### src/rtl/uart_pkg.sv
// Shared UART definitions: parity modes, transmitter/receiver FSM encoding and
// the frame length helper used by the configurable UART blocks.
package uart_pkg;

  localparam int unsigned PARITY_NONE = 32'd0;
  localparam int unsigned PARITY_ODD  = 32'd1;
  localparam int unsigned PARITY_EVEN = 32'd2;

  typedef enum logic [2:0] {
    ST_IDLE   = 3'd0,
    ST_START  = 3'd1,
    ST_DATA   = 3'd2,
    ST_PARITY = 3'd3,
    ST_STOP   = 3'd4
  } uart_state_e;

  // Serial bits in one frame: start + data + optional parity + stop.
  function automatic int unsigned frame_len(input int unsigned data_bits,
                                            input int unsigned parity,
                                            input int unsigned stop_bits);
    return 32'd1 + data_bits + ((parity != PARITY_NONE) ? 32'd1 : 32'd0) + stop_bits;
  endfunction

endpackage

### src/rtl/uart_baud_gen.sv
// Restartable bit-period counter: bit_tick marks the last clock of each serial bit.
// Held at zero while restart is high so every frame starts on a fresh bit period.
module uart_baud_gen
  import uart_pkg::*;
#(
  parameter int unsigned DIVISOR = 32'd16
) (
  input  logic clk,
  input  logic rst,
  input  logic restart,
  output logic bit_tick
);

  localparam int unsigned CNT_W = $clog2(DIVISOR);
  localparam logic [CNT_W-1:0] CNT_LAST = CNT_W'(DIVISOR - 32'd1);

  logic [CNT_W-1:0] cnt_q;
  logic [CNT_W-1:0] cnt_d;

  always_comb begin
    cnt_d = cnt_q;
    if (restart) begin
      cnt_d = '0;
    end else if (cnt_q == CNT_LAST) begin
      cnt_d = '0;
    end else begin
      cnt_d = cnt_q + CNT_W'(1);
    end
  end

  always_ff @(posedge clk) begin
    if (rst) begin
      cnt_q <= '0;
    end else begin
      cnt_q <= cnt_d;
    end
  end

  assign bit_tick = (cnt_q == CNT_LAST);

endmodule

### src/rtl/uart_tx_cfg.sv
// Configurable UART transmitter (5..9 data bits, none/odd/even parity, 1..2 stop bits)
// with a valid/ready word handshake and gap-free back-to-back frames.
module uart_tx_cfg
  import uart_pkg::*;
#(
  parameter int unsigned BAUDRATE_DIVISOR = 32'd100_000_000 / 32'd9600,
  parameter int unsigned DATA_BITS        = 32'd8,
  parameter int unsigned PARITY           = 32'd0,
  parameter int unsigned STOP_BITS        = 32'd1
) (
  input  logic                 clk,
  input  logic                 rst,
  input  logic                 tx_valid,
  input  logic [DATA_BITS-1:0] tx_data,
  output logic                 tx_ready,
  output logic                 tx_bit,
  output logic                 tx_busy,
  output logic                 tx_done
);

  if ((DATA_BITS < 32'd5) || (DATA_BITS > 32'd9)) begin : g_bad_data_bits
    $error("uart_tx_cfg: DATA_BITS must be in 5..9");
  end
  if (PARITY > PARITY_EVEN) begin : g_bad_parity
    $error("uart_tx_cfg: PARITY must be 0 (none), 1 (odd) or 2 (even)");
  end
  if ((STOP_BITS < 32'd1) || (STOP_BITS > 32'd2)) begin : g_bad_stop_bits
    $error("uart_tx_cfg: STOP_BITS must be 1 or 2");
  end
  if (BAUDRATE_DIVISOR < 32'd4) begin : g_bad_divisor
    $error("uart_tx_cfg: BAUDRATE_DIVISOR must be at least 4");
  end

  localparam int unsigned IDX_W = $clog2(DATA_BITS + 32'd1);
  localparam logic [IDX_W-1:0] DATA_LAST = IDX_W'(DATA_BITS - 32'd1);
  localparam logic [IDX_W-1:0] STOP_LAST = IDX_W'(STOP_BITS - 32'd1);
  localparam bit HAS_PARITY = (PARITY != PARITY_NONE);

  function automatic logic parity_bit(input logic [DATA_BITS-1:0] data);
    return (PARITY == PARITY_ODD) ? ~(^data) : (^data);
  endfunction

  uart_state_e          state_q, state_d;
  logic [DATA_BITS-1:0] shift_q, shift_d;
  logic [IDX_W-1:0]     idx_q, idx_d;
  logic                 par_q, par_d;
  logic                 tx_bit_q, tx_bit_d;
  logic                 busy_q, busy_d;
  logic                 done_q, done_d;
  logic                 bit_tick;
  logic                 last_stop_s;
  logic                 accept_s;
  logic                 baud_restart_s;

  // Ready opens in the final clock of the last stop bit so a new word follows with no gap.
  assign last_stop_s    = (state_q == ST_STOP) && (idx_q == STOP_LAST) && bit_tick;
  assign tx_ready       = !rst && ((state_q == ST_IDLE) || last_stop_s);
  assign accept_s       = tx_valid && tx_ready;
  assign baud_restart_s = accept_s || (state_q == ST_IDLE);

  uart_baud_gen #(
    .DIVISOR (BAUDRATE_DIVISOR)
  ) u_baud_gen (
    .clk      (clk),
    .rst      (rst),
    .restart  (baud_restart_s),
    .bit_tick (bit_tick)
  );

  always_comb begin
    state_d  = state_q;
    shift_d  = shift_q;
    idx_d    = idx_q;
    par_d    = par_q;
    tx_bit_d = tx_bit_q;
    busy_d   = busy_q;
    done_d   = 1'b0;
    case (state_q)
      ST_IDLE: begin
        if (accept_s) begin
          state_d  = ST_START;
          shift_d  = tx_data;
          par_d    = parity_bit(tx_data);
          idx_d    = '0;
          tx_bit_d = 1'b0;
          busy_d   = 1'b1;
        end else begin
          tx_bit_d = 1'b1;
          busy_d   = 1'b0;
        end
      end
      ST_START: begin
        if (bit_tick) begin
          state_d  = ST_DATA;
          idx_d    = '0;
          tx_bit_d = shift_q[0];
        end else begin
          state_d = ST_START;
        end
      end
      ST_DATA: begin
        if (bit_tick && (idx_q == DATA_LAST)) begin
          state_d  = HAS_PARITY ? ST_PARITY : ST_STOP;
          idx_d    = '0;
          tx_bit_d = HAS_PARITY ? par_q : 1'b1;
        end else if (bit_tick) begin
          shift_d  = {1'b0, shift_q[DATA_BITS-1:1]};
          idx_d    = idx_q + IDX_W'(1);
          tx_bit_d = shift_q[1];
        end else begin
          state_d = ST_DATA;
        end
      end
      ST_PARITY: begin
        if (bit_tick) begin
          state_d  = ST_STOP;
          idx_d    = '0;
          tx_bit_d = 1'b1;
        end else begin
          state_d = ST_PARITY;
        end
      end
      ST_STOP: begin
        if (last_stop_s && accept_s) begin
          state_d  = ST_START;
          shift_d  = tx_data;
          par_d    = parity_bit(tx_data);
          idx_d    = '0;
          tx_bit_d = 1'b0;
          busy_d   = 1'b1;
          done_d   = 1'b1;
        end else if (last_stop_s) begin
          state_d  = ST_IDLE;
          idx_d    = '0;
          tx_bit_d = 1'b1;
          busy_d   = 1'b0;
          done_d   = 1'b1;
        end else if (bit_tick) begin
          idx_d = idx_q + IDX_W'(1);
        end else begin
          state_d = ST_STOP;
        end
      end
      default: begin
        state_d  = ST_IDLE;
        shift_d  = '0;
        idx_d    = '0;
        par_d    = 1'b0;
        tx_bit_d = 1'b1;
        busy_d   = 1'b0;
      end
    endcase
  end

  always_ff @(posedge clk) begin
    if (rst) begin
      state_q  <= ST_IDLE;
      shift_q  <= '0;
      idx_q    <= '0;
      par_q    <= 1'b0;
      tx_bit_q <= 1'b1;
      busy_q   <= 1'b0;
      done_q   <= 1'b0;
    end else begin
      state_q  <= state_d;
      shift_q  <= shift_d;
      idx_q    <= idx_d;
      par_q    <= par_d;
      tx_bit_q <= tx_bit_d;
      busy_q   <= busy_d;
      done_q   <= done_d;
    end
  end

  assign tx_bit  = tx_bit_q;
  assign tx_busy = busy_q;
  assign tx_done = done_q;

endmodule

### config.mk
export PLATFORM = sky130hd
export DESIGN_NAME = uart_tx_cfg
export DESIGN_NICKNAME = d
export VERILOG_FILES = /design/src/rtl/uart_pkg.sv /design/src/rtl/uart_baud_gen.sv /design/src/rtl/uart_tx_cfg.sv
export SDC_FILE = /design/constraint.sdc
export NUM_CORES = 1
export LEC_CHECK = 0
export BUFFER_PORTS_ARGS = -buffer_cell sky130_fd_sc_hd__clkbuf_2
export CAP_MARGIN = 10
export CORE_MARGIN = 4
export CORE_UTILIZATION = 35
export CTS_CLUSTER_DIAMETER = 80
export DETAILED_ROUTE_END_ITERATION = 8
export PLACE_DENSITY_LB_ADDON = 0.15
export SLEW_MARGIN = 30
export SYNTH_ARGS = -nofsm -noshare
export SYNTH_HDL_FRONTEND = slang
export SYNTH_SLANG_ARGS = --single-unit
### constraint.sdc
create_clock -name clk -period 4.5 [get_ports clk]
set_input_delay 1.35 -clock clk [delete_from_list [all_inputs] [get_ports clk]]
set_output_delay 1.35 -clock clk [all_outputs]
set_load 0.01 [all_outputs]
==> reports/results.tsv <==
stage	metric	value	unit
status	outcome	completed	
clocking	cts_buffers	5	
yosys	synthDistinctLibCells	43	
worst_setup_path	rr_endpoint	shift_q[7]	
worst_setup_path	worstPathCellList	clkbuf_2 -> a2111oi_0 -> clkbuf_2	
yosys	synth_top_family_by_area	simple AND/OR/NAND/NOR gates	
layout	nets	236	
clocking	tritoncts	done	
yosys	yosysSeqAreaShare	37.0	%
grt	grt_pass1_vias	1319	
timing	hold_viol_final	0	
clocking	path_clk_slew	0.07	ns
route	route.detailed.drc	0	
worst_setup_path	cpMaxStageDelayCell	a2111oi_0	
layout	register_area	641	um2
hold_path	min_to	tx_busy	
worst_setup_path	path_buf_inv	2	
clocking	hold_buffers	0	
grt	antenna_found_initial	0	
layout	area_delta_synth_final	9.82	%
clocking	ctsHtreeMaxLevel	2	
timing	setup_tns	0	ns
clocking	cts_setup_buffers	0	
clocking	cts-resized-gates	0	
floorplanning	core	4750	um2
yosys	syn-num-nets	227	
timing	maxSlewViolCount	0	
route	vias	1413	
worst_setup_path	worstPathRequired	3.15	ns
timing	worstMarginPinSlew	0.782	ns
worst_setup_path	ff2ff_setup_slack	2.22	ns
yosys	synth-simple-area-share	30.9	%
floorplanning	row_count	25	
worst_setup_path	path_max_fanout	20	
grt	grt_pass1_wl	6310	um
worst_setup_path	crit_family	buffers and inverters	
floorplanning	die_h	78.4	um
power	powerDensity	291	nW/um2
grt	grt_start_max_net_pins	25	
route	wl_per_cell	12.5	um
worst_setup_path	worstPathArrival	2.30	ns
yosys	synthFlopType	dfxtp_1	
floorplanning	io_pins	15	
grt	overflow	0	
floorplanning	dieWidth	78.4	um
grt	grt_usage	12.9	%
yosys	syn_area_per_cell	8.14	um2
yosys	synth-xor-area-share	7.58	%
floorplanning	initial_core_util	36.4	%
clocking	insertion_delay	0.29	ns
timing	slew_headroom	47.8	%
timing	rsz0062_at_grt	false	
hold_path	min_path_cells	2	
timing	fin_crit_sh	81.1	%
layout	fill_cells	518	
timing	setup_viol	0	
yosys	synth-adder-area-share	2.17	%
route	totalWireLength	3610	um
layout	drive_above_1_share	10.8	%
power	power.ir.vdd_worst	0.134	mV
route	ant_nets	0	
worst_setup_path	worstReg2RegStart	state_q[1]	
yosys	postSynthCellCount	213	
route	post_drt_via_cell_ratio	4.89	
route	first_pass_iters	4	
power	p_leak	0.714	nW
worst_setup_path	max_stage_delay	0.47	ns
clocking	cts_num_sinks	32	
yosys	async_flop_share	0	%
place	port_buffers	14	
layout	n_antenna_cell	0	
timing	max_freq	274	MHz
yosys	yosys_warnings	0	
power	p_total	0.553	mW
worst_setup_path	crit_type	in2out	
floorplanning	die-area	6140	um2
worst_setup_path	crit_top_cell	clkbuf_2	
route	drtIter0Drc	88	
timing	clock-skew-final	0.00714	ns
yosys	synth_area	1730	um2
yosys	synth_edf_count	0	
worst_setup_path	crit_start	rst	
worst_setup_path	startpoint_type	input port	
hold_path	hold_path_class	reg2reg	
layout	multi_input_area	982	um2
job	cap_violations	0	
worst_setup_path	r2r_cells	5	
place	gp_congestion	0.737	
yosys	synth_compound_area_share	11.4	%
clocking	cts.path.max_buffers	2	
yosys	ys_ff_latch	32	
timing	min_period	3.65	ns
clocking	root_buffer	clkbuf_8	
worst_setup_path	worst_setup_path_end_kind	output pin	
hold_path	hold_path.startpoint	tx_busy	
place	dpl.hpwl	2480	um
yosys	synth.area.mux_share	4.62	%
## cells in the mapped netlist, types with 2 or more instances
cell,count,area share (%)
a21oi_1,8,2.3
and3b_1,2,1.0
xor2_1,9,4.5
nor3b_1,2,0.87
nand2b_1,10,3.6
mux2i_1,8,4.6
nor2_1,29,6.3
o21ai_1,3,0.87
nor4_1,2,0.72
dfxtp_1,32,37
nand3_1,9,2.6
buf_6,2,1.3
and4_1,2,1.0
nor3_1,5,1.4
nand4_1,4,1.4
nor2b_1,4,1.4
o22ai_1,5,1.8
o21ai_0,5,1.4
inv_1,13,2.8
xnor2_1,6,3.0
clkbuf_1,8,1.7
ha_1,3,2.2
a2111oi_0,2,1.0
nand2_1,21,4.5
## sequential cells by signal, summed over array words and instances, names as in the netlist
signal            count
tx_bit                1
tx_busy               1
shift_q               8
tx_done               1
u_baud_gen.cnt_q     14
state_q               3
idx_q                 4
## worst register-to-register path, stage by stage, from the launching register on
cell	delay, ns
dfxtp_1	0.83
nor3_1	0.18
o21ai_0	0.27
o21ai_1	0.19
a211o_1	0.50
mux2i_1	0.18
## cell type report
| class | instances | share of cell area [%] |
|---|---|---|
| Tap cell | 67 | 4.40 |
| Sequential cell | 32 | 33.7 |
| Inverter | 13 | 2.56 |
| Timing Repair Buffer | 14 | 3.68 |
| Clock inverter | 1 | 0.263 |
| Multi-Input combinational cell | 156 | 51.6 |
| Clock buffer | 6 | 3.81 |
## placed cells by master, fill, tap and decap left out, types with 2 or more instances in the layout
cell	Yosys	final
inv_1	13	13
a2111oi_0	2	2
xnor2_1	6	6
o22ai_1	5	5
dfxtp_1	32	32
and4_1	2	2
o21ai_0	5	5
nor2b_1	4	4
and3b_1	2	2
clkbuf_8	0	5
o21ai_1	3	3
nor3b_1	2	2
nand2b_1	10	10
nand3_1	9	9
nor3_1	5	5
nor4_1	2	2
nand2_1	21	21
nor2_1	29	29
nand4_1	4	4
a21oi_1	8	8
xor2_1	9	9
ha_1	3	3
clkbuf_2	0	14
mux2i_1	8	8
## cell families (layout without fill, tap and decap cells)
group           after synthesis  in the layout
xor+xnor                     15             15
buf+inv                      25             34
simple gates                 99             99
compound gates               31             31
mux                           8              8
flops                        32             32
fa+ha+maj                     3              3
## per-layer routing
metal	share of wire, %	track usage, %	up-vias
li1	-	-	742
met5	0	0	-
met3	4.0	4.01	9
met4	2.5	6.47	0
met1	55	18.7	643
met2	38	16.9	19
## report_power, final
group	leakage [nW]	total [mW]	switching, mW	internal, mW
clock network	0.0410	0.210	0.105	0.105
registers	0.260	0.297	0.00608	0.291
logic	0.414	0.0463	0.0261	0.0202
total	0.714	0.553	0.137	0.416
## worst max path at each step
stage                          end  slack, ns  cells after the start
final                     tx_ready       0.85                      3
after global routing      tx_ready       0.70                      3
after CTS                 tx_ready       0.84                      3
after detailed placement  tx_ready       0.85                      3
after global placement    tx_ready       0.84                      3
after floorplan           tx_ready       0.86                      3
## metrics by stage
| step | hold slack (ns) | instances | util [%] | setup slack [ns] | area, um2 |
|---|---|---|---|---|---|
| 3_3_place_gp | 0.446 | 282 | 38.4 | 0.840 | 1830 |
| 4_1_cts | 0.474 | 289 | 40.0 | 0.839 | 1900 |
| 3_5_place_dp | 0.459 | 282 | 38.4 | 0.848 | 1830 |
| 5_1_grt | 0.499 | 289 | 40.0 | 0.702 | 1900 |
| 2_1_floorplan | 0.430 | 213 | - | 0.859 | 1730 |
| 6_report | 0.468 | 289 | 40.0 | 0.851 | 1900 |
No activity file was read; power rests on OpenSTA's default activity.
